File: src/rtl/uart_arb_pkg.sv
// Shared types and defaults for the UART transmit arbiter.
// Latency: n/a (types and constants only).
// Backpressure: n/a.
package uart_arb_pkg;

    typedef enum logic [1:0] {
        IDLE = 2'd0,
        SEND = 2'd1,
        WAIT = 2'd2
    } arb_state_t;

    localparam int N_REQ_DEF   = 4;
    localparam int TIMEOUT_DEF = 5000;

    // Width of the WAIT-state watchdog counter.
    localparam int WD_W = 16;

endpackage

File: src/rtl/rr_pick.sv
// Combinational round-robin picker: first set bit of req_i searching
// upward from last_grant_i+1 (mod N_REQ).
// Latency: 0 cycles (pure combinational). Backpressure: none.
// Ports: req_i (request vector), last_grant_i (previous winner),
//        grant_o (winner index, valid when any_valid_o), any_valid_o.
module rr_pick
    import uart_arb_pkg::*;
#(
    parameter int N_REQ = N_REQ_DEF
) (
    input  logic [N_REQ-1:0]         req_i,
    input  logic [$clog2(N_REQ)-1:0] last_grant_i,
    output logic [$clog2(N_REQ)-1:0] grant_o,
    output logic                     any_valid_o
);

    localparam int IW = $clog2(N_REQ);

    int   cand;
    logic found;

    // Walk the N_REQ candidates in priority order; the first hit wins.
    always_comb begin
        grant_o = '0;
        found   = 1'b0;
        cand    = 0;
        for (int k = 1; k <= N_REQ; k++) begin
            cand = (int'(last_grant_i) + k) % N_REQ;
            if (!found && req_i[IW'(cand)]) begin
                found   = 1'b1;
                grant_o = IW'(cand);
            end
        end
    end

    assign any_valid_o = |req_i;

endmodule

File: src/rtl/uart_tx_arbiter.sv
// Round-robin arbiter sharing one UART transmitter among N_REQ byte sources.
// Latency: grant + tx_req_o one cycle after req_valid is seen in IDLE; done one
// cycle after tx_ready_i in WAIT. Backpressure: one frame in flight; requests
// are only sampled in IDLE, so pending requesters simply hold req_valid.
// Ports: clk, reset (sync, active-high); req_valid/req_data/req_ack per
// requester; tx_req_o/tx_data_o/tx_ready_i to the UART; busy, done, timeout.
// Optional macro UART_ARB_TIMEOUT_EN adds a WAIT watchdog of TIMEOUT_CYCLES.
module uart_tx_arbiter
    import uart_arb_pkg::*;
#(
    parameter int N_REQ          = N_REQ_DEF,
    parameter int TIMEOUT_CYCLES = TIMEOUT_DEF
) (
    input  logic                  clk,
    input  logic                  reset,
    input  logic [N_REQ-1:0]      req_valid,
    input  logic [N_REQ-1:0][7:0] req_data,
    output logic [N_REQ-1:0]      req_ack,
    output logic                  tx_req_o,
    output logic [7:0]            tx_data_o,
    input  logic                  tx_ready_i,
    output logic                  busy,
    output logic                  done,
    output logic                  timeout
);

    localparam int IW = $clog2(N_REQ);

    arb_state_t       state_q, state_d;
    logic             tx_req_q, tx_req_d;
    logic [7:0]       tx_data_q, tx_data_d;
    logic [N_REQ-1:0] ack_q, ack_d;
    logic             busy_q, busy_d;
    logic             done_q, done_d;
    logic [IW-1:0]    last_grant_q, last_grant_d;

    logic [IW-1:0]    pick_idx;
    logic             any_valid;

`ifdef UART_ARB_TIMEOUT_EN
    localparam logic [WD_W-1:0] WD_LAST = WD_W'(TIMEOUT_CYCLES - 1);
    localparam logic [WD_W-1:0] WD_ONE  = WD_W'(1);

    logic [WD_W-1:0] cnt_q, cnt_d;
    logic            timeout_q, timeout_d;
`endif

    rr_pick #(
        .N_REQ(N_REQ)
    ) u_rr_pick (
        .req_i       (req_valid),
        .last_grant_i(last_grant_q),
        .grant_o     (pick_idx),
        .any_valid_o (any_valid)
    );

    always_comb begin
        state_d      = state_q;
        tx_req_d     = 1'b0;
        tx_data_d    = tx_data_q;
        ack_d        = '0;
        done_d       = 1'b0;
        last_grant_d = last_grant_q;
`ifdef UART_ARB_TIMEOUT_EN
        cnt_d        = cnt_q;
        timeout_d    = 1'b0;
`endif
        case (state_q)
            IDLE: begin
                if (any_valid) begin
                    state_d          = SEND;
                    tx_req_d         = 1'b1;
                    ack_d[pick_idx]  = 1'b1;
                    tx_data_d        = req_data[pick_idx];
                    last_grant_d     = pick_idx;
                end
            end
            SEND: begin
                // tx_req drops here, guaranteeing a low cycle before the next frame.
                state_d = WAIT;
`ifdef UART_ARB_TIMEOUT_EN
                cnt_d   = '0;
`endif
            end
            WAIT: begin
                // A frame-end pulse on the expiry cycle takes precedence.
                if (tx_ready_i) begin
                    state_d = IDLE;
                    done_d  = 1'b1;
                end
`ifdef UART_ARB_TIMEOUT_EN
                else if (cnt_q == WD_LAST) begin
                    state_d   = IDLE;
                    timeout_d = 1'b1;
                end else begin
                    cnt_d = cnt_q + WD_ONE;
                end
`endif
            end
            default: state_d = IDLE;
        endcase
        busy_d = (state_d != IDLE);
    end

    always_ff @(posedge clk) begin
        if (reset) begin
            state_q      <= IDLE;
            tx_req_q     <= 1'b0;
            tx_data_q    <= 8'h00;
            ack_q        <= '0;
            busy_q       <= 1'b0;
            done_q       <= 1'b0;
            last_grant_q <= IW'(N_REQ - 1);
`ifdef UART_ARB_TIMEOUT_EN
            cnt_q        <= '0;
            timeout_q    <= 1'b0;
`endif
        end else begin
            state_q      <= state_d;
            tx_req_q     <= tx_req_d;
            tx_data_q    <= tx_data_d;
            ack_q        <= ack_d;
            busy_q       <= busy_d;
            done_q       <= done_d;
            last_grant_q <= last_grant_d;
`ifdef UART_ARB_TIMEOUT_EN
            cnt_q        <= cnt_d;
            timeout_q    <= timeout_d;
`endif
        end
    end

    assign tx_req_o  = tx_req_q;
    assign tx_data_o = tx_data_q;
    assign req_ack   = ack_q;
    assign busy      = busy_q;
    assign done      = done_q;
`ifdef UART_ARB_TIMEOUT_EN
    assign timeout   = timeout_q;
`else
    assign timeout   = 1'b0;
`endif

endmodule

File: config.mk
export PLATFORM = sky130hd
export DESIGN_NAME = uart_tx_arbiter
export DESIGN_NICKNAME = d
export VERILOG_FILES = /design/src/rtl/uart_arb_pkg.sv /design/src/rtl/rr_pick.sv /design/src/rtl/uart_tx_arbiter.sv
export SDC_FILE = /design/constraint.sdc
export NUM_CORES = 1
export LEC_CHECK = 0
export CAP_MARGIN = 20
export CORE_MARGIN = 4
export CORE_UTILIZATION = 37
export DETAILED_ROUTE_END_ITERATION = 8
export GPL_ROUTABILITY_DRIVEN = 0
export PLACE_DENSITY = 0.77
export SLEW_MARGIN = 10
export SYNTH_ARGS = -nofsm -noshare
export SYNTH_HDL_FRONTEND = slang
export SYNTH_HIERARCHICAL = 1
export SYNTH_SLANG_ARGS = --single-unit
File: constraint.sdc
create_clock -name clk -period 2.38 [get_ports clk]
set_input_delay 0.595 -clock clk [delete_from_list [all_inputs] [get_ports clk]]
set_output_delay 0.595 -clock clk [all_outputs]
set_load 0.005 [all_outputs]
==> flow_summary.json <==
{
  "finalNetCount": 184,
  "critPathMaxStageDelay_ns": 0.50,
  "ys.flop_type": "dfxtp_1",
  "maxSlewViolCount": 0,
  "drive_gt1_frac": 0.174,
  "setup_viol": 0,
  "tightestPinTransition_ns": 1.01,
  "async_flop_share": 0,
  "status": "finished, final reports clean",
  "synth_cells": 81,
  "grt_usage": 0.161,
  "instances_no_fill": 174,
  "clock_latency_ns": 0.31,
  "worst-path-max-fanout": 7,
  "drt_pass1_iterations": 4,
  "worstSetupEndpoint": "tx_data_o[3]$_SDFFE_PP0P_",
  "ys_seq_elements": 19,
  "whs_ns": 0.555,
  "hold_viol_final": 0,
  "die_h_um": 58.7,
  "dp.cells": 170,
  "drc": 0,
  "drtIter0Drc": 15,
  "rr_worst_depth": 5,
  "crit_chain": "clkdlybuf4s50_1, nor2b_1, a21oi_1, o221ai_2, buf_4, mux4_2, a22o_1",
  "timing.fmax_ghz": 0.440,
  "peakVddDrop_mv": 0.377,
  "final.period_utilization": 0.956,
  "synth_edf_count": 0,
  "hold_buffers": 0,
  "clockBufferDepth": 2,
  "power_uw": 899,
  "port_buffers": 53,
  "synthesis.area_um2": 950,
  "die_x_um": 58.7,
  "start_util": 0.387,
  "route.vias.total": 901,
  "startpoint": "req_valid[1]",
  "yosys-top-cells-count": "dfxtp_1, nor2b_1, a22o_1",
  "dp_hpwl_um": 2100,
  "fin_ws_ns": 0.106,
  "syn_avg_cell_area_um2": 11.7,
  "powerDensity_nw_per_um2": 561,
  "power.leakage_uw": 0.000637,
  "path_class": "in -> reg",
  "synth_largest_area_cell": "dfxtp_1",
  "hold_class": "reg -> reg",
  "antenna_found_initial": 0,
  "required_ns": 2.57,
  "die-area_um2": 3440,
  "synth_cell_types": 30,
  "wire_per_inst_um": 14.8,
  "grt.overflow.total": 0,
  "grt_max_degree": 16,
  "end_kind": "register",
  "regToRegSetupSlack_ns": 0.51,
  "netlist_top_cells_area": "dfxtp_1, mux4_2, mux4_1",
  "r2r-start": "last_grant_q[1]$_SDFFE_PP1P_",
  "cts_inserted_buffers": 3,
  "wl_um": 2570,
  "cts_root_buf": "clkbuf_4",
  "drv_cap": 0,
  "cts_resized": 0,
  "syn2layout_area_growth_pct": 68.6,
  "skew_ns": 0.0190,
  "vias_per_cell": 5.18,
  "synth_nets": 120,
  "synth.most_common_cell": "dfxtp_1",
  "cts.htree.levels": 1,
  "grt_pass1_vias": 932,
  "r2r_end": "tx_data_o[3]$_SDFFE_PP0P_",
  "num_rows": 18,
  "post-place-ws_ns": -0.208,
  "period_needed_ns": 2.27,
  "path_clk_slew_ns": 0.12,
  "post_cts.repair.setup_buffers": 0,
  "ioPinCount": 55,
  "cp-start-kind": "primary input",
  "cp.arrival_ns": 2.46,
  "coreArea_um2": 2450,
  "yosys_warnings": 6,
  "grt_pass1_wl_um": 4150,
  "cts_tree": "done",
  "yosysTopAreaCellShare": 0.401,
  "slowest_stage": "mux4_2",
  "relSlewSlack": 0.323,
  "synth_seq_area_share": 0.401,
  "cts_sinks": 19,
  "ant_nets": 0,
  "fin_setup_tns_ns": 0,
  "antennaDiodeCount": 0,
  "rsz0062_at_grt": "no"
}
## sequential cells by signal, summed over array words and instances, names as in the netlist
name / flops
tx_data_o: 8
done: 1
tx_req_o: 1
last_grant_q: 2
busy: 1
req_ack: 4
state_q: 2
## layout by cell type, fill, tap and decap left out, drive strengths merged, types with 2 or more instances in the layout
| master | instances |
|---|---|
| and3b | 2 |
| nor4bb | 2 |
| or3b | 2 |
| nand2 | 4 |
| clkdlybuf4s50 | 53 |
| dfxtp | 19 |
| nand2b | 2 |
| nor2 | 2 |
| nor2b | 9 |
| a211o | 2 |
| mux4 | 8 |
| clkbuf | 3 |
| a22o | 8 |
| buf | 12 |
| nor4b | 2 |
| a31oi | 2 |
| a21oi | 4 |
## where the power goes
part	leakage (uW)	total, uW	switching (uW)	internal, uW
clock	0.0000139	168	104	64.1
sequential	0.000157	387	28.3	359
combinational	0.000466	344	111	234
## cell type report
| type | instances | area, um2 |
|---|---|---|
| flip-flops and latches | 19 | 380 |
| well taps | 30 | 37.5 |
| repair buffers | 65 | 621 |
| multi-input cells | 55 | 529 |
| fillers | 196 | 853 |
| clock buffers | 3 | 22.5 |
| inverters | 1 | 3.75 |
| clock inverters | 1 | 7.51 |
## worst max-delay path, delay by kind of cell
| kind | cells | cell delay (ns) |
|---|---|---|
| AO/OA/AOI/OAI | 3 | 0.51 |
| buffers and inverters | 2 | 0.68 |
| multiplexers | 1 | 0.50 |
| AND/OR/NAND/NOR | 1 | 0.18 |
## stage by stage
step / cell area (um2) / utilization
5_1_grt: 1600 / 0.652
3_5_place_dp: 1570 / 0.640
6_report: 1600 / 0.652
3_3_place_gp: 1570 / 0.640
4_1_cts: 1600 / 0.652
2_1_floorplan: 950 / -
## cell families (layout without fill, tap and decap cells)
kind of cell	count (synthesis)	in the layout	share of synthesized area
buffers and inverters	7	70	0.0422
multiplexers	9	9	0.212
AO/OA/AOI/OAI	17	17	0.142
other	1	1	0.00395
flip-flops	19	19	0.401
AND/OR/NAND/NOR	28	28	0.199
## routing by layer
layer / global-route usage / vias to the layer above / wire length, um
met3: 0.0373 / 2 / 177
met1: 0.173 / 424 / 1010
met5: 0 / - / 0
met2: 0.309 / 36 / 1370
li1: - / 439 / -
met4: 0.0485 / 0 / 10
## worst min-delay path by stage
stage,cells past startpoint,from,to,slack [ns]
detailed placement,2,state_q[1]$_SDFF_PP0_,done$_SDFF_PP0_,0.53
CTS,2,state_q[1]$_SDFF_PP0_,done$_SDFF_PP0_,0.55
global placement,2,state_q[1]$_SDFF_PP0_,done$_SDFF_PP0_,0.52
floorplan,2,state_q[1]$_SDFF_PP0_,done$_SDFF_PP0_,0.49
global route,2,state_q[1]$_SDFF_PP0_,done$_SDFF_PP0_,0.60
finish,2,state_q[1]$_SDFF_PP0_,done$_SDFF_PP0_,0.56
No activity file was read; power rests on OpenSTA's default activity.
